## src/rtl/hazard_scoreboard_unit.sv

```systemverilog
// rtl/hazard_scoreboard_unit.sv - per-register countdown scoreboard driving ID-stage stall
//
// Optional feature macro: HAZARD_STALL_CNT_EN (enables the saturating stall_count counter).
//
// Ports:
//   clk, rst            clock and synchronous active-high reset
//   freeze              global pipeline hold; scoreboard state holds
//   flush               ID instruction squashed this cycle; it does not issue
//   fwd_en              1 = forwarding present, stall only on load-use
//   id_valid            ID holds a real instruction
//   src1, src2          source registers of the ID instruction
//   is_immediate        src2 not read unless st_or_bne
//   st_or_bne           src2 read even in immediate format
//   id_wb_en            ID instruction writes id_dest
//   id_dest             destination register of the ID instruction
//   id_mem_r_en         ID instruction is a load
//   hazard_detected     stall ID this cycle (combinational)
//   pending_mask        bit r set while register r has an in-flight write
//   stall_count         saturating stall-cycle counter (zero without the macro)
module hazard_scoreboard_unit #(
    parameter int REG_ADDR_W  = 5,
    parameter int NUM_REGS    = 32,
    parameter int WB_LATENCY  = 2,
    parameter int CNT_W       = $clog2(WB_LATENCY + 1),
    parameter int STALL_CNT_W = 32
) (
    input  logic                   clk,
    input  logic                   rst,
    input  logic                   freeze,
    input  logic                   flush,
    input  logic                   fwd_en,
    input  logic                   id_valid,
    input  logic [REG_ADDR_W-1:0]  src1,
    input  logic [REG_ADDR_W-1:0]  src2,
    input  logic                   is_immediate,
    input  logic                   st_or_bne,
    input  logic                   id_wb_en,
    input  logic [REG_ADDR_W-1:0]  id_dest,
    input  logic                   id_mem_r_en,
    output logic                   hazard_detected,
    output logic [NUM_REGS-1:0]    pending_mask,
    output logic [STALL_CNT_W-1:0] stall_count
);

    localparam logic [CNT_W-1:0] LAT = CNT_W'(WB_LATENCY);

    logic [CNT_W-1:0]    cnt [NUM_REGS];
    logic [NUM_REGS-1:0] is_load;

    logic use1, use2, hit1, hit2, issue;

    assign use1 = id_valid;
    assign use2 = id_valid & (~is_immediate | st_or_bne);

    // Register 0 is skipped by starting the scan at 1, so a zero source never hits.
    always_comb begin
        logic busy;
        hit1 = 1'b0;
        hit2 = 1'b0;
        for (int r = 1; r < NUM_REGS; r++) begin
            // With forwarding, only a load still in EXE (counter just loaded) is unresolvable.
            busy = fwd_en ? (is_load[r] && (cnt[r] == LAT)) : (cnt[r] != '0);
            if (use1 && (src1 == REG_ADDR_W'(r)) && busy) hit1 = 1'b1;
            if (use2 && (src2 == REG_ADDR_W'(r)) && busy) hit2 = 1'b1;
        end
    end

    assign hazard_detected = hit1 | hit2;
    assign issue           = id_valid & ~hazard_detected & ~freeze & ~flush;

    always_comb begin
        pending_mask = '0;
        for (int r = 0; r < NUM_REGS; r++) begin
            pending_mask[r] = (cnt[r] != '0);
        end
    end

    always_ff @(posedge clk) begin
        if (rst) begin
            for (int r = 0; r < NUM_REGS; r++) begin
                cnt[r] <= '0;
            end
            is_load <= '0;
        end else if (!freeze) begin
            for (int r = 0; r < NUM_REGS; r++) begin
                if (cnt[r] != '0) begin
                    cnt[r] <= cnt[r] - CNT_W'(1);
                    if (cnt[r] == CNT_W'(1)) is_load[r] <= 1'b0;
                end
                // A new issue to the same register wins over the decrement above.
                if ((r != 0) && issue && id_wb_en && (id_dest == REG_ADDR_W'(r))) begin
                    cnt[r]     <= LAT;
                    is_load[r] <= id_mem_r_en;
                end
            end
        end
    end

`ifdef HAZARD_STALL_CNT_EN
    logic [STALL_CNT_W-1:0] stall_q;

    always_ff @(posedge clk) begin
        if (rst) begin
            stall_q <= '0;
        end else if (id_valid && hazard_detected && !freeze && !flush && (stall_q != '1)) begin
            stall_q <= stall_q + STALL_CNT_W'(1);
        end
    end

    assign stall_count = stall_q;
`else
    assign stall_count = '0;
`endif

endmodule

```

## config.mk

```make
export PLATFORM = sky130hd
export DESIGN_NAME = hazard_scoreboard_unit
export DESIGN_NICKNAME = d
export VERILOG_FILES = /design/src/rtl/hazard_scoreboard_unit.sv
export SDC_FILE = /design/constraint.sdc
export NUM_CORES = 1
export LEC_CHECK = 0
export CAP_MARGIN = 20
export CORE_ASPECT_RATIO = 0.5
export CORE_UTILIZATION = 47
export DETAILED_ROUTE_END_ITERATION = 8
export PLACE_DENSITY = 0.77
export SLEW_MARGIN = 20
export SYNTH_ARGS = -nofsm -noshare
export SYNTH_HDL_FRONTEND = slang
export SYNTH_SLANG_ARGS = --single-unit
export TNS_END_PERCENT = 10
```

## constraint.sdc

```tcl
create_clock -name clk -period 3.75 [get_ports clk]
set_clock_uncertainty 0.05 [all_clocks]
set_input_delay 0.375 -clock clk [delete_from_list [all_inputs] [get_ports clk]]
set_output_delay 0.375 -clock clk [all_outputs]
set_load 0.01 [all_outputs]
```

==> results of run 1 <==
==> layer usage <==
layer | vias to the layer above | GRT usage, %
li1 | 3104 | -
met1 | 3093 | 33.4
met2 | 236 | 39.1
met3 | 20 | 4.45
met4 | 0 | 6.23
met5 | - | 0
==> final timing paths <==
kind                            slack (ps)              end
worst max-delay path                   300  hazard_detected
worst min-delay path                   440      is_load[16]
worst max register to register         460       cnt[0][27]
worst min register to register         440      is_load[16]
==> cells in the final DEF (no fill, tap or decap), types with 3 or more instances in the layout <==
cell and count:
o2111ai_1 4, dfxtp_1 31, edfxtp_1 64, nand2b_1 7
and2_1 3, nand3_2 8, a2111oi_0 4, nor4_1 3
inv_1 101, nand4_1 13, nand3_1 14, o211ai_1 4
nor2b_1 10, nand3b_1 31, o21ai_0 19, a21oi_1 37
or3b_1 4, nor4b_1 7, nand2_1 73, o22ai_1 3
a211oi_1 3, nor3_1 13, nor4bb_1 3, nor2_1 112
or3_1 18, clkbuf_16 9, mux2i_1 34, nor3b_1 14
conb_1 32, clkdlybuf4s50_1 54, a31oi_1 20, ha_1 94
and3_1 23, buf_4 36
==> through the flow <==
stage                     setup WS (ps)  util [%]  hold slack [ps]  area, um^2  cells
after floorplan                     939         -              411        7720    912
after global placement              274      53.7              422        8390   1134
after detailed placement            222      53.7              427        8390   1134
after CTS                           226      55.6              440        8680   1150
after global routing               19.7      55.7              466        8690   1150
final                               296      55.7              439        8690   1150
==> power groups by stage <==
stage	combinational, uW	clock, uW	sequential [uW]
floorplan	520	0	1290
global placement	778	0	1300
detailed placement	799	0	1310
CTS	808	951	1280
global route	905	992	1290
finish	812	939	1280
==> worst register-to-register path: stages (launching register included) <==
cell and delay, ps:
edfxtp_1 430, inv_1 100, ha_1 220, nor2_1 60, a31oi_1 300, nor3_1 120, o41ai_2 390, nand4_2 270
nor4_4 270, buf_4 250, buf_4 180, nand4_1 180, nand2_1 190
==> cells by family after synthesis <==
kind of cell | after synthesis | share of synthesized area [%]
compound gates | 109 | 8.95
fa+ha+maj | 94 | 15.5
buf+inv | 177 | 10.8
flops | 95 | 33.4
mux | 34 | 4.47
other cells | 1 | 0.0493
simple gates | 371 | 26.8
==> sequential cells by signal (all words and copies together), names as in the netlist <==
register,cells
is_load,31
cnt,64
==> final cells by class <==
cell class | instances | area, um^2 | share of cell area, %
multi-input cells | 640 | 4370 | 50.3
flip-flops and latches | 95 | 2540 | 29.3
repair buffers | 93 | 841 | 9.67
inverters | 102 | 383 | 4.41
well taps | 204 | 255 | 2.94
clock buffers | 9 | 225 | 2.59
clock inverters | 7 | 72.6 | 0.835
==> timing repair <==
item                                    CTS  global route
gates resized for setup                   0             1
setup buffers                             0             0
endpoints found under the hold margin     0             0
endpoints found under the setup margin    0             1
==> results.cfg, run 1 <==
[status]
result_of_the_run = finished, final reports clean

[yosys]
yosys.cell_count.top_type = nor2_1
synthesis.area_mm2 = 0.00761
yosysWarnings = 0
synth-edff-count = 64
synth_seq_area_share_pct = 33.4
syn_area_per_cell_um2 = 8.63
postSynth.asyncResetShare_pct = 0
post_synth_main_area_contributors = edfxtp_1 (25%), ha_1 (15%), dfxtp_1 (8.2%), nor2_1 (5.5%), inv_1 (5.0%)
synthDistinctLibCells = 60
post_synthesis_cell_type_with_the_largest_combined_area = edfxtp_1
netlist_top_cells_count = nor2_1 (112), inv_1 (101), ha_1 (94)
postSynthRegisterBits = 95
synth_flop_cell = edfxtp_1
post_synth_inst_count = 881
netlist.area_leader.share_pct = 25.3

[sta]
finalWorstPathRequiredPeriod_ps = 3450
fmax_ghz = 0.290
drv_slew = 0
headroom_to_the_max_slew_limit_pct = 45.1
timing.final.crit_share_pct = 92.1
max_slew.worst_pin.slew_ps = 823
report.final.setup_viol = 0
setup_repair_after_global_routing_missed_its_margin = false
totalNegativeSetupSlack_ps = 0
timing.final.hold_violations = 0

[drt]
drtPass1Iterations = 6
drc_viols = 0
detailedRoute.firstIterationViolations = 532
final_antenna_net_count = 0
met2_length_mm = 9.08
via_count = 6453
topRoutingLayerUsed = met4
route.detailed.vias_per_inst = 5.61
met3_wirelength_mm = 1.38
route.layer.met1.wl_mm = 9.01
drt-wirelength-per-cell_um = 17.1
post_detailed_routing_wire_length_mm = 19.7

[floorplanning]
ios = 90
initial_core_util_pct = 48.7
placementRows = 32
chip_height_um = 92.0
design.core.area_mm2 = 0.0156
die_area_mm2 = 0.0167
chipWidth_um = 182

[critical_path]
timing.critical_path.max_delay_family = buffers and inverters
critical_path_required_ps = 3320
cp.buffers_inverters = 2
critPathLaunchType = primary input
cp_data_arrival_time_ps = 3030
worst_r2r_startpoint = cnt[1][24]
critical_path.cell_chain = clkdlybuf4s50_1 > nor2b_1 > o21ai_0 > a2111oi_0 > a31oi_1 > nand4_2 > nor2_1 > nand2_1 > clkdlybuf4s50_1
critical_path.max_fanout = 5
critical-path-top-cell-by-count = clkdlybuf4s50_1
worstSetupEndpointType = output port
cp_slowest_cell = clkdlybuf4s50_1
class_of_the_most_critical_setup_path = primary input to output port
worstRegToRegCells = 12
startpoint = src2[0]
worstSetupPathDepth = 9
timing.critical_path.slowest_cell_delay_ps = 580

[cells_and_area]
insertedDiodeCount = 0
post_layout_net_count = 1060
drive_above_1_share_pct = 8.14
layout.filler_cells = 1391
layout-area-overhead-vs-synth_pct = 14.2

[power_and_ir_drop]
power.density_cell_area_mw_per_mm2 = 349
netSwitchingFraction_pct = 33.0
power_uw = 3030
power.static_leakage_uw = 0.00389
clock_power_share_pct = 30.9
pwr-share-seq_pct = 42.3
power.ir.vdd_worst_uv = 187
internal-power_uw = 2030
power_switching_uw = 1000
power.share.combinational_pct = 26.8

[clocking]
cts_buffers = 9
insertion_delay_ps = 360
cts_tree = built
clockRootBuffer = clkbuf_16
cts_num_sinks = 95
cts.hold.buffers_added = 0
clk_pin_slew_worst_paths_ps = 70
h-tree-depth = 3
ctsLongestPathBuffers = 2

[worst_hold_path]
holdPathStages = 2
hold_path_class = flip-flop to flip-flop
hold_path.startpoint = is_load[16]

[place]
io_buffers = 57
finalWeightedCongestion = 0.969
hpwlAfterDp_mm = 14.9

[grt]
grt_max_degree = 86
grt_pass1_vias = 6064
grt_first_pass_wirelength_mm = 31.6
all_layer_global_routing_usage_pct = 24.2
grt_overflow_total = 0
grt_antenna_before_repair = 0

[flow_run]
cap_viol_max_count = 0
No activity file was read; power rests on OpenSTA's default activity.
==> run 2: changes to the inputs <==
CORE_UTILIZATION = 45   (was 47)
GPL_TIMING_DRIVEN = 0   (was not set)
PLACE_DENSITY = 0.74   (was 0.77)
SKIP_LAST_GASP = 1   (was not set)
==> run 2 against run 1 <==
  * Non-clock buffer count rose by 38
  * Design area rose by 3.9%
  * Clock power rose by 3.1%
  * Sequential share of layout area fell by 1.1 points
  * Wire length rose by 23%
  * Cell count rose by 5.3%
  * Combinational power rose by 9.1%
  * Via count rose by 6.1%
  * Critical endpoint unchanged
==> results.cfg, run 2 (synthesized netlist as in run 1, its figures left out) <==
[sta]
timing.final.hold_violations = 0
setup_repair_after_global_routing_missed_its_margin = false
timing.final.crit_share_pct = 97.1
report.final.setup_viol = 0
headroom_to_the_max_slew_limit_pct = 38.8
max_slew.worst_pin.slew_ps = 918
drv_slew = 0
fmax_ghz = 0.274
finalWorstPathRequiredPeriod_ps = 3640

[cells_and_area]
final_cells = 1211
insertedDiodeCount = 0
reg.largest.list = cnt x64, is_load x31
layout-area-overhead-vs-synth_pct = 18.7
mostFrequentLayoutCell = nor2_1
drive_above_1_share_pct = 10.5
top_library_cells_by_usage_in_the_layout_fill_and_taps_aside = nor2_1 (112), inv_1 (101), ha_1 (94), nand2_1 (73), edfxtp_1 (64)
largest_register_ffs = 64
post_layout_net_count = 1098
top_register = cnt

[clocking]
insertion_delay_ps = 360
clockRootBuffer = clkbuf_16
h-tree-depth = 3
cts_num_sinks = 95
cts_tree = built
cts.hold.buffers_added = 0
clk_pin_slew_worst_paths_ps = 80
cts_buffers = 9
ctsLongestPathBuffers = 2

[critical_path]
cp_data_arrival_time_ps = 3220
startpoint = fwd_en
cp.buffers_inverters = 5
critical-path-top-cell-by-count = buf_6
critPathLaunchType = primary input
critical_path.cell_chain = clkdlybuf4s50_1 > buf_6 > buf_6 > a31oi_2 > a2111oi_1 > o21ai_1 > a31oi_2 > nor3_4 > buf_6 > nand2_1 > clkdlybuf4s50_1
timing.critical_path.max_delay_family = buffers and inverters
timing.critical_path.slowest_cell_delay_ps = 540
cp_slowest_cell = clkdlybuf4s50_1
worstSetupEndpointType = output port
critical_path.max_fanout = 10
worst_r2r_startpoint = cnt[1][2]
critical_path_required_ps = 3320
class_of_the_most_critical_setup_path = primary input to output port

[drt]
drt-wirelength-per-cell_um = 20.0
post_detailed_routing_wire_length_mm = 24.2
drtPass1Iterations = 5
final_antenna_net_count = 0
drc_viols = 0
via_count = 6844
route.detailed.vias_per_inst = 5.65
detailedRoute.firstIterationViolations = 633

[place]
hpwlAfterDp_mm = 18.5
place.detailed.instances = 1194
io_buffers = 55
finalWeightedCongestion = 0.961

[grt]
grt_pass1_vias = 6453
grt_overflow_total = 0
grt_antenna_before_repair = 0
grt_max_degree = 18
all_layer_global_routing_usage_pct = 28.8
grt_first_pass_wirelength_mm = 37.0

[power_and_ir_drop]
pwr-share-seq_pct = 40.9
power_uw = 3130
power.static_leakage_uw = 0.00403
internal-power_uw = 2110
power.ir.vdd_worst_uv = 214
power.share.combinational_pct = 28.3
power.density_cell_area_mw_per_mm2 = 347
power_switching_uw = 1030
clock_power_share_pct = 30.9
netSwitchingFraction_pct = 32.7

[floorplanning]
chip_height_um = 93.9
die_area_mm2 = 0.0175
initial_core_util_pct = 46.3
design.core.area_mm2 = 0.0164
chipWidth_um = 186
ios = 90
placementRows = 33

[worst_hold_path]
hold_path_class = flip-flop to flip-flop
hold_path.startpoint = is_load[14]

[status]
result_of_the_run = finished, final reports clean

[flow_run]
cap_viol_max_count = 0
[run 2: final cells by class]
cell class	instances	area [um^2]
Fill cell	1556	7400
Multi-Input combinational cell	640	4470
Sequential cell	95	2540
Timing Repair Buffer	56	558
Buffer	75	490
Inverter	102	383
Tap cell	227	284
Clock buffer	10	229
Clock inverter	6	68.8
[run 2: final timing paths]
| check | endpoint | slack [ps] | depth (start not counted) |
|---|---|---|---|
| setup / recovery | hazard_detected | 110 | 11 |
| hold / removal | is_load[14] | 440 | 2 |
| setup reg to reg | cnt[0][17] | 200 | 10 |
| hold reg to reg | is_load[14] | 440 | 2 |
[run 2: worst reg2reg max path, delay by kind of cell, from the launching register on]
| kind | cells | cell delay, ps |
|---|---|---|
| adder cells (fa/ha/maj) | 1 | 280 |
| AO/OA/AOI/OAI | 3 | 820 |
| flip-flops | 1 | 440 |
| AND/OR/NAND/NOR | 5 | 1570 |
| buffers and inverters | 1 | 110 |
[run 2: layer usage]
metal  vias up  share of wire, %  track usage [%]
met1      3307                46             41.3
met3        46               8.5             4.73
met5         -                 0                0
met2       313                43             44.3
li1       3178                 -                -
met4         0               2.1             8.13
[run 2: per-stage QoR]
| stage | TNS [ps] | cell area (um^2) | util (%) | setup WS [ps] | hold slack, ps |
|---|---|---|---|---|---|
| final | 0 | 9030 | 54.9 | 107 | 442 |
| after global routing | 0 | 9030 | 54.9 | 9.90 | 457 |
| after CTS | 0 | 8930 | 54.4 | 5.49 | 440 |
| after detailed placement | -26300 | 8560 | 52.1 | -353 | 428 |
| after global placement | -24000 | 8560 | 52.1 | -368 | 421 |
| after floorplan | 0 | 7720 | - | 939 | 411 |
[run 2: what timing repair did]
action,in CTS,in global routing
setup buffers,1,0
gates cloned,0,0
hold endpoints to repair,0,0
resized for setup,17,24
setup endpoints to repair,1,57
pin swaps,1,1
[run 2: power groups by stage]
stage          clock [uW]  combinational, uW  sequential, uW
4_1_cts               971                862            1280
6_report              968                886            1280
5_1_grt              1020                983            1290
3_5_place_dp            0                842            1310
2_1_floorplan           0                520            1290
3_3_place_gp            0                824            1300
